File: src/rtl/stopwatch_ctrl_if.sv
// ============================================================================
// Module      : stopwatch_ctrl_if
// Description : Button levels in, counter/display control out, for the
//               stopwatch control FSM.
// Revision    : 1.0 - initial release
// ============================================================================
`default_nettype none

interface stopwatch_ctrl_if;
  logic [4:0] btn_db;
  logic       count_en;
  logic       count_clr;
  logic       disp_freeze;
  logic       lap_pulse;
  logic       mode_sel;
  logic       locked;
  logic [1:0] state;

  // Master drives the debounced buttons; slave is the control FSM.
  modport master (
    output btn_db,
    input  count_en, count_clr, disp_freeze, lap_pulse, mode_sel, locked, state
  );

  modport slave (
    input  btn_db,
    output count_en, count_clr, disp_freeze, lap_pulse, mode_sel, locked, state
  );
endinterface

`default_nettype wire

File: src/rtl/stopwatch_ctrl.sv
// ============================================================================
// Module      : stopwatch_ctrl
// Description : Stopwatch control FSM: button edge detect, priority
//               arbitration, run/pause/lap/clear, mode toggle and panel lock.
//               Optional long-press clear: STOPWATCH_LONGPRESS_CLR_EN.
// Revision    : 1.0 - initial release
// ============================================================================
`default_nettype none

module stopwatch_ctrl #(
  parameter int LONG_CYCLES = 100000000,
  parameter int LP_W        = 27
) (
  input  logic           clk,
  input  logic           rst_n,
  stopwatch_ctrl_if.slave sw
);

  typedef enum logic [1:0] {
    IDLE  = 2'b00,
    RUN   = 2'b01,
    PAUSE = 2'b10,
    LAP   = 2'b11
  } state_t;

  state_t     r_state, w_state_nxt;
  logic [4:0] r_btn_q;
  logic [4:0] w_rise;
  logic [4:0] w_ev;
  logic       r_count_clr, r_lap_pulse, r_mode_sel, r_locked;
  logic       w_count_clr_nxt, w_lap_pulse_nxt, w_mode_sel_nxt, w_locked_nxt;
  logic       w_lp_fire;

  assign w_rise = sw.btn_db & ~r_btn_q;

  // One-hot winner: lock > clear > start_stop > lap > mode.
  always_comb begin
    w_ev = '0;
    if      (w_rise[4]) w_ev[4] = 1'b1;
    else if (w_rise[2]) w_ev[2] = 1'b1;
    else if (w_rise[0]) w_ev[0] = 1'b1;
    else if (w_rise[1]) w_ev[1] = 1'b1;
    else if (w_rise[3]) w_ev[3] = 1'b1;
  end

`ifdef STOPWATCH_LONGPRESS_CLR_EN
  localparam logic [LP_W-1:0] c_lp_sat  = LP_W'(LONG_CYCLES);
  localparam logic [LP_W-1:0] c_lp_last = LP_W'(LONG_CYCLES - 1);

  logic [LP_W-1:0] r_lp_cnt;

  // Saturates at LONG_CYCLES so a single hold clears only once, even if the
  // threshold was crossed while locked.
  always_ff @(posedge clk or negedge rst_n) begin
    if (!rst_n)                r_lp_cnt <= '0;
    else if (!sw.btn_db[2])    r_lp_cnt <= '0;
    else if (r_lp_cnt != c_lp_sat) r_lp_cnt <= r_lp_cnt + 1'b1;
  end

  assign w_lp_fire = sw.btn_db[2] & (r_lp_cnt == c_lp_last) & ~r_locked;
`else
  assign w_lp_fire = 1'b0;
`endif

  always_comb begin
    w_state_nxt     = r_state;
    w_count_clr_nxt = 1'b0;
    w_lap_pulse_nxt = 1'b0;
    w_mode_sel_nxt  = r_mode_sel;
    w_locked_nxt    = r_locked;
    if (w_ev[4]) begin
      w_locked_nxt = ~r_locked;
    end else if (w_lp_fire) begin
      w_count_clr_nxt = 1'b1;
      w_state_nxt     = IDLE;
    end else if (!r_locked) begin
      if (w_ev[3]) w_mode_sel_nxt = ~r_mode_sel;
      case (r_state)
        IDLE: begin
          if      (w_ev[0]) w_state_nxt     = RUN;
          else if (w_ev[2]) w_count_clr_nxt = 1'b1;
        end
        RUN: begin
          if (w_ev[0]) begin
            w_state_nxt = PAUSE;
          end else if (w_ev[1]) begin
            w_state_nxt     = LAP;
            w_lap_pulse_nxt = 1'b1;
          end
        end
        LAP: begin
          if      (w_ev[1]) w_state_nxt = RUN;
          else if (w_ev[0]) w_state_nxt = PAUSE;
        end
        PAUSE: begin
          if (w_ev[0]) begin
            w_state_nxt = RUN;
          end else if (w_ev[2]) begin
            w_count_clr_nxt = 1'b1;
            w_state_nxt     = IDLE;
          end
        end
        default: w_state_nxt = IDLE;
      endcase
    end
  end

  // All-ones previous level: buttons held across reset release are not events.
  always_ff @(posedge clk or negedge rst_n) begin
    if (!rst_n) begin
      r_state     <= IDLE;
      r_btn_q     <= 5'b11111;
      r_count_clr <= 1'b0;
      r_lap_pulse <= 1'b0;
      r_mode_sel  <= 1'b0;
      r_locked    <= 1'b0;
    end else begin
      r_state     <= w_state_nxt;
      r_btn_q     <= sw.btn_db;
      r_count_clr <= w_count_clr_nxt;
      r_lap_pulse <= w_lap_pulse_nxt;
      r_mode_sel  <= w_mode_sel_nxt;
      r_locked    <= w_locked_nxt;
    end
  end

  assign sw.state       = r_state;
  assign sw.count_en    = (r_state == RUN) | (r_state == LAP);
  assign sw.disp_freeze = (r_state == LAP);
  assign sw.count_clr   = r_count_clr;
  assign sw.lap_pulse   = r_lap_pulse;
  assign sw.mode_sel    = r_mode_sel;
  assign sw.locked      = r_locked;

endmodule

`default_nettype wire

File: src/flat_wrapper.sv
// flat-port wrapper written by rule: the top's interface ports become plain ports
module stopwatch_ctrl_flat 
#(
  parameter int LONG_CYCLES = 100000000,
  parameter int LP_W        = 27
)
  (clk, rst_n, sw_btn_db, sw_count_en, sw_count_clr, sw_disp_freeze, sw_lap_pulse, sw_mode_sel, sw_locked, sw_state);
  stopwatch_ctrl_if sw_i ();
  input  logic clk;
  input  logic rst_n;
  input wire logic [$bits(sw_i.btn_db)-1:0] sw_btn_db;
  output wire logic [$bits(sw_i.count_en)-1:0] sw_count_en;
  output wire logic [$bits(sw_i.count_clr)-1:0] sw_count_clr;
  output wire logic [$bits(sw_i.disp_freeze)-1:0] sw_disp_freeze;
  output wire logic [$bits(sw_i.lap_pulse)-1:0] sw_lap_pulse;
  output wire logic [$bits(sw_i.mode_sel)-1:0] sw_mode_sel;
  output wire logic [$bits(sw_i.locked)-1:0] sw_locked;
  output wire logic [$bits(sw_i.state)-1:0] sw_state;
  assign sw_i.btn_db = sw_btn_db;
  assign sw_count_en = sw_i.count_en;
  assign sw_count_clr = sw_i.count_clr;
  assign sw_disp_freeze = sw_i.disp_freeze;
  assign sw_lap_pulse = sw_i.lap_pulse;
  assign sw_mode_sel = sw_i.mode_sel;
  assign sw_locked = sw_i.locked;
  assign sw_state = sw_i.state;
  stopwatch_ctrl #(.LONG_CYCLES(LONG_CYCLES), .LP_W(LP_W)) u_core (.clk(clk), .rst_n(rst_n), .sw(sw_i));
endmodule
File: config.mk
export PLATFORM = sky130hd
export DESIGN_NAME = stopwatch_ctrl_flat
export DESIGN_NICKNAME = d
export VERILOG_FILES = /design/src/rtl/stopwatch_ctrl_if.sv /design/src/rtl/stopwatch_ctrl.sv /design/src/flat_wrapper.sv
export SDC_FILE = /design/constraint.sdc
export NUM_CORES = 1
export LEC_CHECK = 0
export CORE_AREA = 2 2 39 41
export DETAILED_ROUTE_END_ITERATION = 7
export DIE_AREA = 0 0 41 43
export GPL_TIMING_DRIVEN = 0
export PLACE_DENSITY = 0.74
export SLEW_MARGIN = 10
export SYNTH_ARGS = -nofsm -noshare
export SYNTH_HDL_FRONTEND = slang
export SYNTH_SLANG_ARGS = --single-unit
File: constraint.sdc
create_clock -name clk -period 1.6 [get_ports clk]
set_input_delay 0.24 -clock clk [delete_from_list [all_inputs] [get_ports clk]]
set_output_delay 0.24 -clock clk [all_outputs]
set_load 0.01 [all_outputs]
== After elaboration in Yosys (flattened, before gate mapping) ==
Cells that the tools add are included.

* Multiplexer cells: 29
* Equality and inequality tests: 7
* Bitwise logic cells: 6
* Reduce and logical (&&, ||, !) cells: 4

{| class="wikitable"
|+ Operators with widths
! cell !! number
|-
| $mux 1 || 19
|-
| $mux 2 || 8
|-
| $ne 3x1->1 const B || 3
|-
| $pmux 2 s4 || 1
|-
| $reduce_and 6->1 || 1
|-
| $and 5x5->5 || 1
|-
| $not 5->5 || 1
|-
| $eq 2x2->1 const B || 2
|-
| $mux 4 || 1
|-
| $not 1->1 || 3
|-
| $reduce_and 3->1 || 1
|-
| $eq 2x1->1 const B || 1
|-
| $logic_not 2->1 || 1
|-
| $ne 2x1->1 const B || 1
|-
| $reduce_or 2->1 || 1
|-
| $or 1x1->1 || 1
|}

* Logic and storage cells: 52
* Register bits: 11

== Longest topological paths before layout ==
* Depth in word-level cells: 12
* Mapped depth: 4

== Least setup slack after synthesis ==
OpenSTA, ideal clock, no wires.

* Kind: reg2reg
* Start: register u_core.r_btn_q[4]
* End: register u_core.r_state[1], in the netlist u_core.sw.state[1]
* Path buffers: 0
* Slack: 415 ps
* Period minus slack after synthesis: 1,185 ps
* Cell stages (with the launch flop): 5
* Arrival time: 1,065 ps
* Cells stage by stage: dfstp_2 nor2b_4 nor3_4 nand3_2 a31o_1

* Cells in the longest elaborated chain, start to end: 5

{| class="wikitable"
|+ Ends and longest elaborated chain
! element !! RTL line !! source
|-
| from (decl) || stopwatch_ctrl.sv:27 || <nowiki>logic [4:0] r_btn_q;</nowiki>
|-
| from (signal assigned) || stopwatch_ctrl.sv:119 || <nowiki>r_btn_q <= sw.btn_db;</nowiki>
|-
| $not 5->5 (*) || stopwatch_ctrl.sv:34 || <nowiki>assign w_rise = sw.btn_db & ~r_btn_q;</nowiki>
|-
| $and 5x5->5 (*) || stopwatch_ctrl.sv:34 ||
|-
| $mux 4 or $mux 1 (tied branches) || stopwatch_ctrl.sv:39 || <nowiki>if (w_rise[4]) w_ev[4] = 1'b1;</nowiki>
|-
| $ne 3x1->1 (no source line) (tied with other cells) || - ||
|-
| $reduce_and 6->1 (no source line) or $pmux 2 s4 (tied branches) || - ||
|-
| to (signal assigned) || stopwatch_ctrl.sv:118 || <nowiki>r_state <= w_state_nxt;</nowiki>
|-
| to (decl) || stopwatch_ctrl.sv:26 || <nowiki>state_t r_state, w_state_nxt;</nowiki>
|}

Mark *: on every way between the ends. The rest lies on a longest branch, timed or not.
A chain may end at the register's enable or synchronous reset.

== Worst setup path after layout ==
* Start: register u_core.r_state[0], in the netlist u_core.sw.state[0]
* End: output sw_count_en

* Cells in the longest elaborated chain, start to end: 2

{| class="wikitable"
|+ Ends and longest elaborated chain
! element !! RTL line !! source
|-
| $eq 2x1->1 or $eq 2x2->1 (tied branches) || stopwatch_ctrl.sv:128 || <nowiki>assign sw.count_en = (r_state == RUN) | (r_state == LAP);</nowiki>
|-
| $or 1x1->1 (*) || stopwatch_ctrl.sv:128 ||
|-
| to (decl) || flat_wrapper.sv:12 || <nowiki>output wire logic [$bits(sw_i.count_en)-1:0] sw_count_en;</nowiki>
|}

Marks and branches as above.

==> reports/qor.txt <==
Worst setup EP type: primary output
Die Area: 1760 µm²
P per Cell Area: 1450 nW/µm²
Placement Cell Area: 617 µm²
Vias in the first global route: 319
Fin Setup TNS: 0 ns
Syn Nets: 40
Max VDD drop: 683 µV
Cell taking the most area after synthesis: dfrtp_1
Hold_buf cts: 0
GR Overflow Total: 0
Maximum capacitance violations: 0
Die height: 43 µm
Hold WS: 0.299 ns
Initial antenna violation count: 0
H-tree Lvls: 1
DRT antenna net count: 0
Hold WC Path Type: input port to asynchronous set/reset pin
Synth warn: 0
Drt wl/cell: 12.3 µm
Top delay family on crit path: buffers and inverters
Unrepaired setup endpoints after global routing: false
Min Tclk post-route: 1.53 ns
I/O Pins: 15
Dpl ws: 0.0804 ns
Max Freq: 0.652 GHz
Worst slew margin: 68.6%
Total global-route track usage: 12.6%
Max FO, Critical Path: 5
Most common library cell in the layout ignoring fill and taps: clkdlybuf4s50_1
Post-route clock period utilization: 95.8%
Final setup vio count: 0
Critical path type: register to primary output
CP Cell Sequence: clkbuf_1 > clkdlybuf4s50_1
Vias/cell: 4.68
First-pass GRT wire length: 1360 µm
Detailed Route Iter0 Violations: 4
Clock power share: 18.2%
Pint: 0.000692 W
Max Clock Skew: 0.00154 ns
Area Growth Syn to Fin: 48.2%
Register share of total power: 41.9%
CTS buffer count: 3
Number of diodes: 0
Via count: 332
Share of cells above drive strength 1: 34.5%
FP Rows: 14
Worst-skew pair later-pin latency: 0.26 ns
Pin count of the biggest net entering global routing: 12
DRC Markers: 0
Max-slew violation count: 0
Worst Max-Slew Pin Slew: 0.469 ns
Comb pwr share: 39.9%
CTS sink count: 11
CP Buf/Inv Count: 2
Commonest cells after routing, fill and taps aside: clkdlybuf4s50_1 (13), dfstp_2 (5), dfrtp_1 (5), buf_4 (4), clkbuf_4 (3)
Post-synthesis cell type count: 20
CORE AREA: 1380 µm²
Switching Share: 29.3%
Switching power: 0.000287 W
Clock root buffer: clkbuf_4
Slowest CP cell: clkdlybuf4s50_1
Worst path required time: 1.36 ns
Flops & latches, synth: 11
CTS clk-pin slew, worst paths: 0.06 ns
DRT Pass-1 Iters: 4
Final WL: 872 µm
Slowest stage delay, CP: 0.53 ns
Critical Path Start Type: register
Nets: 63
CP arrival: 1.29 ns
Average size of a mapped cell: 13.8 µm²
Post-route cell area: 677 µm²
Seq/Total Area, Yosys: 61.6%
Die width: 41 µm
CTS tree: done
Initial Utilization: 33.0%
LEAKAGE: 0.299 nW
Buffers on Ports: 14
Fin. Hold Viols: 0
Mapped cell area: 457 µm²
Status: finished clean
Final Worst Setup Slack: 0.0673 ns
RePlAce Congestion: 0.712
Post-synth top area share: 32.9%
Top cells by area, synth: dfrtp_1 (33%), dfstp_2 (29%), nor2b_4 (6.0%)
Bufs on Longest Clock Path: 2
Synth Instances: 33
==> kinds of logic after synthesis <==
group	share of synthesized area [%]
AOI/OAI and AO/OA	4.11
xor gates and xnor gates	5.75
and+or+nand+nor	26.8
buffers and inverters	1.64
DFF	61.6
==> path summary, 6_finish.rpt <==
path / from / to / slack (ns) / cells past startpoint
max: u_core.sw.state[0] / sw_count_en / 0.07 / 2
min: rst_n / u_core.sw.state[1] / 0.30 / 1
max reg2reg: u_core.r_btn_q[0] / u_core.sw.state[1] / 0.33 / 4
min reg2reg: u_core.sw.mode_sel / u_core.sw.mode_sel / 0.47 / 1
max in group asynchronous: rst_n / u_core.sw.state[0] / 0.95 / 1
min in group clk: sw_btn_db[2] / u_core.r_btn_q[2] / 0.42 / 1
==> worst reg2reg max path, stage by stage, from the launching register on <==
cell	delay, ns
dfstp_2	0.56
nor2b_4	0.05
a21oi_1	0.16
and4b_1	0.21
a31o_1	0.18
==> Yosys cell counts <==
cell type  count
and4b_1        1
nor3b_2        1
a21oi_1        1
a31o_1         1
nor2_1         2
nand3_2        1
nor3_1         1
dfrtp_1        6
inv_1          1
and2_1         2
nand2_1        1
nor3_4         1
clkbuf_1       1
xnor2_1        2
dfstp_2        5
nand4b_1       1
o21ai_0        1
xor2_1         1
nor2b_2        1
nor2b_4        2
==> what timing repair did <==
item                                    CTS  global route
resized for setup                         1             1
pin swaps                                 0             0
endpoints found under the hold margin     0             0
buffers inserted                          2             2
endpoints found under the setup margin    2             1
==> area by class of cell <==
type,count,area [µm²]
clock buffer,4,26.3
buffer,1,3.75
multi-input combinational,20,168
timing repair buffer,18,173
tap,16,20.0
fill,133,707
sequential,11,283
inverter,1,3.75
==> registers in the layout, summed over array words and instances (netlist names) <==
register and count:
u_core.sw.locked 1, u_core.r_btn_q 5, u_core.sw.lap_pulse 1, u_core.sw.mode_sel 1, u_core.sw.count_clr 1, u_core.sw.state 2
==> power groups by stage <==
stage                     logic [W]  clock network (W)  registers (W)
after floorplan            0.000115                  0       0.000436
after global placement     0.000315                  0       0.000415
after detailed placement   0.000317                  0       0.000420
after CTS                  0.000367           0.000190       0.000408
after global routing       0.000421           0.000208       0.000418
final                      0.000391           0.000179       0.000410
==> per-stage QoR <==
stage	power (W)	utilization (%)	std cells
floorplan	0.000551	-	33
global placement	0.000731	44.6	63
detailed placement	0.000737	44.6	63
CTS	0.000966	47.6	69
global route	0.00105	48.9	71
finish	0.000979	48.9	71
==> layer usage <==
layer  share of wire [%]  global-route usage, %  routed length (µm)
met1                  42                   14.3                 367
met2                  53                   16.9                 462
met4                   0                   10.0                   0
met3                 4.8                   6.28                  42
met5                   0                      0                   0
No activity file was read; power rests on OpenSTA's default activity.
